**src/rtl/result_drain.sv**
```systemverilog
// Result drain for the 2x2 systolic array: snapshots a finished tile, clears the
// accumulators, and streams the results as int32 words or packed saturated int16 pairs.
module result_drain #(
    parameter int ACC_W = 24,
    parameter int CNT_W = 16
) (
    input  logic                    clk,
    input  logic                    reset,
    input  logic                    done_in,
    input  logic signed [ACC_W-1:0] c11,
    input  logic signed [ACC_W-1:0] c12,
    input  logic signed [ACC_W-1:0] c21,
    input  logic signed [ACC_W-1:0] c22,
    input  logic                    pack16,
    input  logic                    err_clr,
    output logic                    acc_clr,
    output logic                    busy,
    output logic                    out_valid,
    output logic [31:0]             out_data,
    output logic                    out_last,
    input  logic                    out_ready,
    output logic                    overrun,
    output logic [CNT_W-1:0]        tile_cnt
);

    typedef enum logic [0:0] {
        IDLE = 1'b0,
        EMIT = 1'b1
    } state_t;

    state_t                  state_r, state_s;
    logic [1:0]              idx_r, idx_s;
    logic signed [ACC_W-1:0] h11_r, h12_r, h21_r, h22_r;
    logic signed [ACC_W-1:0] h11_s, h12_s, h21_s, h22_s;
    logic                    pack_r, pack_s;
    logic                    hs_s, last_s, fin_s, cap_s, ovr_set_s;

    function automatic logic [15:0] sat16(input logic signed [ACC_W-1:0] v);
        logic signed [31:0] w;
        logic [15:0]        r;
        w = 32'(v);
        if (w > 32'sd32767) begin
            r = 16'h7FFF;
        end else if (w < -32'sd32768) begin
            r = 16'h8000;
        end else begin
            r = w[15:0];
        end
        return r;
    endfunction

    function automatic logic [1:0] last_idx(input logic pk);
        logic [1:0] r;
        if (pk) begin
            r = 2'd1;
        end else begin
            r = 2'd3;
        end
        return r;
    endfunction

    function automatic logic [31:0] word_sel(
        input logic                    pk,
        input logic [1:0]              ix,
        input logic signed [ACC_W-1:0] a11,
        input logic signed [ACC_W-1:0] a12,
        input logic signed [ACC_W-1:0] a21,
        input logic signed [ACC_W-1:0] a22
    );
        logic [31:0] w;
        w = 32'h0000_0000;
        if (pk) begin
            case (ix)
                2'd0:    w = {sat16(a12), sat16(a11)};
                2'd1:    w = {sat16(a22), sat16(a21)};
                default: w = 32'h0000_0000;
            endcase
        end else begin
            case (ix)
                2'd0:    w = 32'(a11);
                2'd1:    w = 32'(a12);
                2'd2:    w = 32'(a21);
                2'd3:    w = 32'(a22);
                default: w = 32'h0000_0000;
            endcase
        end
        return w;
    endfunction

    // Next-state: a capture on the final handshake restarts EMIT without a bubble.
    always_comb begin
        hs_s      = (state_r == EMIT) && out_ready;
        last_s    = (idx_r == last_idx(pack_r));
        fin_s     = hs_s && last_s;
        cap_s     = done_in && ((state_r == IDLE) || fin_s);
        ovr_set_s = done_in && !cap_s;
        state_s   = state_r;
        idx_s     = idx_r;
        h11_s     = h11_r;
        h12_s     = h12_r;
        h21_s     = h21_r;
        h22_s     = h22_r;
        pack_s    = pack_r;
        if (cap_s) begin
            state_s = EMIT;
            idx_s   = 2'd0;
            h11_s   = c11;
            h12_s   = c12;
            h21_s   = c21;
            h22_s   = c22;
            pack_s  = pack16;
        end else if (fin_s) begin
            state_s = IDLE;
        end else if (hs_s) begin
            idx_s = idx_r + 2'd1;
        end else begin
            idx_s = idx_r;
        end
    end

    // State, holding registers and all outputs; outputs come from next-state values.
    always_ff @(posedge clk) begin
        if (!reset) begin
            state_r   <= IDLE;
            idx_r     <= 2'd0;
            h11_r     <= '0;
            h12_r     <= '0;
            h21_r     <= '0;
            h22_r     <= '0;
            pack_r    <= 1'b0;
            acc_clr   <= 1'b0;
            busy      <= 1'b0;
            out_valid <= 1'b0;
            out_last  <= 1'b0;
            out_data  <= 32'h0000_0000;
            overrun   <= 1'b0;
            tile_cnt  <= '0;
        end else begin
            state_r   <= state_s;
            idx_r     <= idx_s;
            h11_r     <= h11_s;
            h12_r     <= h12_s;
            h21_r     <= h21_s;
            h22_r     <= h22_s;
            pack_r    <= pack_s;
            acc_clr   <= cap_s;
            busy      <= (state_s == EMIT);
            out_valid <= (state_s == EMIT);
            out_last  <= (state_s == EMIT) && (idx_s == last_idx(pack_s));
            if (state_s == EMIT) begin
                out_data <= word_sel(pack_s, idx_s, h11_s, h12_s, h21_s, h22_s);
            end else begin
                out_data <= 32'h0000_0000;
            end
            if (ovr_set_s) begin
                overrun <= 1'b1;
            end else if (err_clr) begin
                overrun <= 1'b0;
            end else begin
                overrun <= overrun;
            end
            if (fin_s) begin
                tile_cnt <= tile_cnt + {{(CNT_W-1){1'b0}}, 1'b1};
            end else begin
                tile_cnt <= tile_cnt;
            end
        end
    end

endmodule

```
**config.mk**
```make
export PLATFORM = sky130hd
export DESIGN_NAME = result_drain
export DESIGN_NICKNAME = d
export VERILOG_FILES = /design/src/rtl/result_drain.sv
export SDC_FILE = /design/constraint.sdc
export NUM_CORES = 1
export LEC_CHECK = 0
export ABC_CLOCK_PERIOD_IN_PS = 2490
export CAP_MARGIN = 20
export CORE_MARGIN = 5
export CORE_UTILIZATION = 51
export DETAILED_ROUTE_END_ITERATION = 8
export HOLD_SLACK_MARGIN = 0.15
export PLACE_DENSITY_LB_ADDON = 0.25
export SKIP_LAST_GASP = 1
export SLEW_MARGIN = 15
export SYNTH_ARGS = -nofsm -noshare
export SYNTH_HDL_FRONTEND = slang
export SYNTH_SLANG_ARGS = --single-unit
```
**constraint.sdc**
```tcl
create_clock -name clk -period 2.49 [get_ports clk]
set_input_delay 0.249 -clock clk [delete_from_list [all_inputs] [get_ports clk]]
set_output_delay 0.249 -clock clk [all_outputs]
set_load 0.01 [all_outputs]
```
Word level (Yosys, flattened, before mapping)
Cells that the tools add are included.
{"block": "word_totals", "elab_cells": 64, "mem_count": 0, "ram_bits": 0, "output_inout_bits": 53, "latchBits": 0, "rom_bits": 0, "register_bits": 151}
{"block": "classes", "eq_ne": 5, "bitwise_logic": 1, "n_reduce_logical": 10, "div": 0, "multipliers": 0, "shifts": 0, "n_mux": 26, "add_sub_neg": 2, "order_cmp": 8}
{"cell": "$mux W16", "n": 8}
{"cell": "$pmux W32 S4", "n": 1}
{"cell": "$gt A24 B16 Y1 const B", "n": 4}
{"cell": "$lt A24 B16 Y1 const B", "n": 4}
{"cell": "$mux W24", "n": 4}
{"cell": "$pmux W32 S2", "n": 1}
{"cell": "$mux W32", "n": 1}
{"cell": "$add A16 B1 Y16 const B", "n": 1}
{"cell": "$mux W2", "n": 6}
{"cell": "$logic_and A1 B1 Y1", "n": 5}
{"cell": "$mux W1", "n": 5}
{"cell": "$eq A2 B2 Y1", "n": 2}
{"cell": "$eq A2 B2 Y1 const B", "n": 2}
{"cell": "$add A2 B1 Y2 const B", "n": 1}
{"cell": "$eq A2 B1 Y1 const B", "n": 1}
{"cell": "$logic_not A2 Y1", "n": 1}
{"cell": "$reduce_and A2 Y1", "n": 1}
{"cell": "$reduce_bool A2 Y1", "n": 1}
{"cell": "$logic_not A1 Y1", "n": 1}
{"cell": "$logic_or A1 B1 Y1", "n": 1}
{"cell": "$not A1 Y1", "n": 1}

Longest topological paths before layout
{"block": "depth", "ltp_word": 11, "ltp_mapped": 10, "mapped_depth_nobuf": 6}

Worst setup path after synthesis
Ideal clock, no wire load.
{"block": "synth_timing", "kind": "register -> register", "from": "register pack_r", "to": "register out_data[30]", "arrival_ns": 2.013, "n_path_buf": 3, "setup_ns": 0.120, "setup_slack_ns": 0.357, "required_time_ns": 2.370, "synth_period_minus_slack_ns": 2.133, "stages_incl_launch_ff": 9, "cell_sequence": "dfxtp_1 -> buf_4 -> xor2_2 -> a31oi_4 -> buf_2 -> mux2i_4 -> buf_4 -> nand2_1 -> a211o_1"}
{"block": "synth_between", "elab_chain_cells": 11, "elab_cells_between_ends": 30}
{"element": "from (decl)", "line_no": "35", "source": "logic pack_r, pack_s;"}
{"element": "from (signal assigned)", "line_no": "145", "source": "pack_r <= pack_s;"}
{"element": "$mux W2", "line_no": "54", "source": "if (pk) begin"}
{"element": "$eq A2 B2 Y1", "line_no": "93", "source": "last_s = (idx_r == last_idx(pack_r));"}
{"element": "$logic_and A1 B1 Y1", "line_no": "94", "source": "fin_s = hs_s && last_s;"}
{"element": "$logic_or A1 B1 Y1", "line_no": "95", "source": "cap_s = done_in && ((state_r == IDLE) || fin_s);"}
{"element": "$logic_and A1 B1 Y1", "line_no": "95"}
{"element": "$mux W24", "line_no": "104", "source": "if (cap_s) begin"}
{"element": "$lt A24 B16 Y1", "line_no": "44", "source": "end else if (w < -32'sd32768) begin"}
{"element": "$mux W16", "line_no": "44"}
{"element": "$mux W16", "line_no": "42", "source": "if (w > 32'sd32767) begin"}
{"element": "$pmux W32 S2", "line_no": "73", "source": "case (ix)"}
{"element": "$mux W32", "line_no": "72", "source": "if (pk) begin"}
{"element": "to (signal assigned)", "line_no": "151", "source": "out_data <= word_sel(pack_s, idx_s, h11_s, h12_s, h21_s, h22_s);"}
{"element": "to (decl)", "line_no": "19", "source": "output logic [31:0] out_data,"}
Parallel ways exist; a longest one is shown, timed or not.
A chain may end at the register's enable or synchronous reset.

Final worst setup path
{"block": "layout_timing", "from": "register pack_r", "to": "register out_data[13]"}
The elaborated chain is that of the path after synthesis.

==> metrics <==
cell type contributing the most total cell area after synthesis sky130_fd_sc_hd__dfxtp_1; RD Place Congestion about 0.98; number of detailed-route iterations in the first pass 7; final core area utilization slightly above 70%; Simple-Gate Fraction of Synth Area 21.79%; clock latency of the later-clocked register in the worst-skew pair around 0.42 ns; number of DRC violations after detailed-routing iteration 0 around 1k; final count of hold timing violations 0; post-DP HPWL ~18 mm; static power due to leakage between 3 and 4 nW; vias per inst 5.870; post-route insts no fill roughly 1.3k; GR met3 Demand/Resource about 6.3%; count of antenna diodes in the layout 0; clock sinks 151; cell count after synthesis 909; combinational family with the most area after synthesis simple AND/OR/NAND/NOR gates; Post-Syn Area around 0.0073 mm2; final setup fails 0; library cell with the highest instance count after synthesis sky130_fd_sc_hd__nand2_1; CTS tree done; core area about 0.014 mm2; power after layout ~6.4 mW; VDD IR max between 0.5 and 0.6 mV; largest net degree at the start of global routing roughly 110; Worst setup EP type flop; Root Buffer Master sky130_fd_sc_hd__clkbuf_16; number of global-route vias before repair 7231; Placement Setup Slack -0.04624 ns; top post-synthesis cells by area sky130_fd_sc_hd__dfxtp_1 42%, sky130_fd_sc_hd__nand2_1 10%, sky130_fd_sc_hd__mux2i_1 7.7%; antenna viol nets, final 0; post-route cell area ~0.010 mm2; CP Class reg -> reg; IO Count between 150 and 200; Filler Cells Inserted around 1.1k; Clock transition at path regs around 0.060 ns; share of layout cells above drive strength 1 12.15%; fin worst setup slack 0.06677 ns; Longest Clk Path Bufs 2; clk_skew 0.006801 ns; Die Ht around 130 um; warning count from the yosys run 0; M2 GR Usage between 40% and 50%; post-route worst hold slack roughly 0.38 ns; asr flop ratio synth 0%; Layout Nets 1210; Final period util between 90% and 100%; worst-case headroom to the max-slew limit between 40% and 50%; run status completed; detailed-route DRC error count 0; most utilized layer in the global route result met2; share of synthesized cell area in full adder, half adder and majority cells less than 1%; Placed Cells 1268; type of the worst min-delay path in -> reg; synthesized-area fraction occupied by ao, oa, aoi and oai cells about a fifth; average routed wire per standard cell between 15 and 20 um; number of pins exceeding their max-slew limit in the final report 0; Critical Path AT between 2 and 3 ns; Yosys cell types 65; CP required about 2.8 ns; power per unit of standard cell area between 600 and 700 mW/mm2; max_cap viols 0; initial cell density of the core roughly 52%; met1 Usage GRT 38.22%; overall die width 129.4 um; overall routed net length 24.20 mm; Area growth, synth to finish 38.06%; number of antenna violations at the first check in global routing 0; Least-Margin Pin Slew roughly 0.87 ns; area share of xor/xnor cells in the synthesized design 2.288%; number of flops mapped to enable cells by yosys 0; count of input and output buffers 154; max frequency between 0.4 and 0.5 GHz; syn nets 1012; placement row count between 40 and 50; RSZ-0062 raised after global routing no; crit path time final between 2 and 2.5 ns; Max FO, Critical Path 18; #FFs+latches synth 151; overall track demand over capacity in global routing between 20% and 30%; area share of the leading cell type in the synthesized netlist roughly two fifths; average cell area after synthesis about 8.0 um2; Sum Neg Setup Slack 0 ns; H-tree levels 4; most common flop cell mapped by yosys sky130_fd_sc_hd__dfxtp_1; via count of the routed design between 7k and 8k; sequential element share of the synthesized area 41.55%; global route total overflow 0; wire length of the first global-routing pass between 30 and 40 mm; Inserted Clock Buffers 17; die outline area 0.01675 mm2; mux contribution to synthesized area 8.944%; setup repair bufs after CTS 0; sort of element at the start of the critical path flop; Area after DPL approximately 0.0095 mm2; top cells by count, synth 194 x sky130_fd_sc_hd__nand2_1, 151 x sky130_fd_sc_hd__dfxtp_1, 99 x sky130_fd_sc_hd__nor2_1
[path summary, 6_finish.rpt]
| path | from | endpoint | slack [ns] | cells after the start |
|---|---|---|---|---|
| max | pack_r | out_data[13] | 0.07 | 7 |
| min | c21[5] | h21_r[5] | 0.38 | 3 |
| max reg2reg | pack_r | out_data[13] | 0.07 | 7 |
| min reg2reg | overrun | overrun | 0.48 | 2 |
[cells in the final DEF (no fill, tap or decap), types with 9 or more instances in the layout]
cell type | synthesis | routed
sky130_fd_sc_hd__nor4_1 | 19 | 19
sky130_fd_sc_hd__o21ai_0 | 38 | 38
sky130_fd_sc_hd__dfxtp_1 | 151 | 151
sky130_fd_sc_hd__clkdlybuf4s50_1 | 0 | 154
sky130_fd_sc_hd__nand4_1 | 22 | 22
sky130_fd_sc_hd__nand3_1 | 11 | 11
sky130_fd_sc_hd__nor2_1 | 99 | 99
sky130_fd_sc_hd__and2_1 | 9 | 9
sky130_fd_sc_hd__a21oi_1 | 95 | 95
sky130_fd_sc_hd__clkbuf_16 | 0 | 17
sky130_fd_sc_hd__buf_4 | 10 | 77
sky130_fd_sc_hd__o21ai_1 | 9 | 9
sky130_fd_sc_hd__o22ai_1 | 17 | 17
sky130_fd_sc_hd__mux2i_1 | 56 | 56
sky130_fd_sc_hd__a211o_1 | 10 | 10
sky130_fd_sc_hd__nand2_1 | 194 | 194
[power breakdown]
group          leakage, nW  switching, mW  internal, mW
combinational         2.46          0.682         0.643
sequential            1.24          0.107          2.57
clock                0.262           1.02          1.40
[critical path: stages (launching register included)]
cell and delay [ns]:
sky130_fd_sc_hd__dfxtp_1 0.56, sky130_fd_sc_hd__xor2_2 0.27, sky130_fd_sc_hd__a31oi_4 0.16, sky130_fd_sc_hd__buf_12 0.19, sky130_fd_sc_hd__buf_4 0.18, sky130_fd_sc_hd__a31oi_1 0.54
sky130_fd_sc_hd__a22oi_1 0.21, sky130_fd_sc_hd__o22ai_1 0.21
[cell type report]
type,count,area (um2),area share [%]
Clock buffer,20,446.7,4.447
Clock inverter,11,102.6,1.022
Multi-Input combinational cell,688,3929,39.12
Tap cell,180,225.2,2.242
Sequential cell,151,3023,30.10
Inverter,10,37.54,0.3737
Timing Repair Buffer,239,2280,22.70
[kinds of logic (layout without fill, tap and decap cells)]
| group | after synthesis | after routing |
|---|---|---|
| AOI/OAI and AO/OA | 237 | 237 |
| adders and majority gates | 1 | 1 |
| muxes | 63 | 63 |
| xor gates and xnor gates | 16 | 16 |
| and+or+nand+nor | 371 | 371 |
| DFF | 151 | 151 |
| buffers and inverters | 70 | 280 |
[state kept, by name, indices dropped and copies added (netlist names)]
| signal | count |
|---|---|
| acc_clr | 1 |
| state_r | 1 |
| h12_r | 24 |
| out_last | 1 |
| h11_r | 24 |
| overrun | 1 |
| h21_r | 24 |
| idx_r | 2 |
| h22_r | 24 |
| tile_cnt | 16 |
| out_data | 32 |
| pack_r | 1 |
[per-layer routing]
metal	vias to the layer above	wire, um
met2	421	11130
met4	0	983
met3	83	2289
li1	3608	-
met5	-	0
met1	3513	9793
[repair_timing]
action / 4_1_cts / 5_1_grt
setup endpoints to repair: 0 / 1
hold buffers: 0 / 0
resized for setup: 0 / 1
Note: power is estimated with default switching activity, not from simulation.
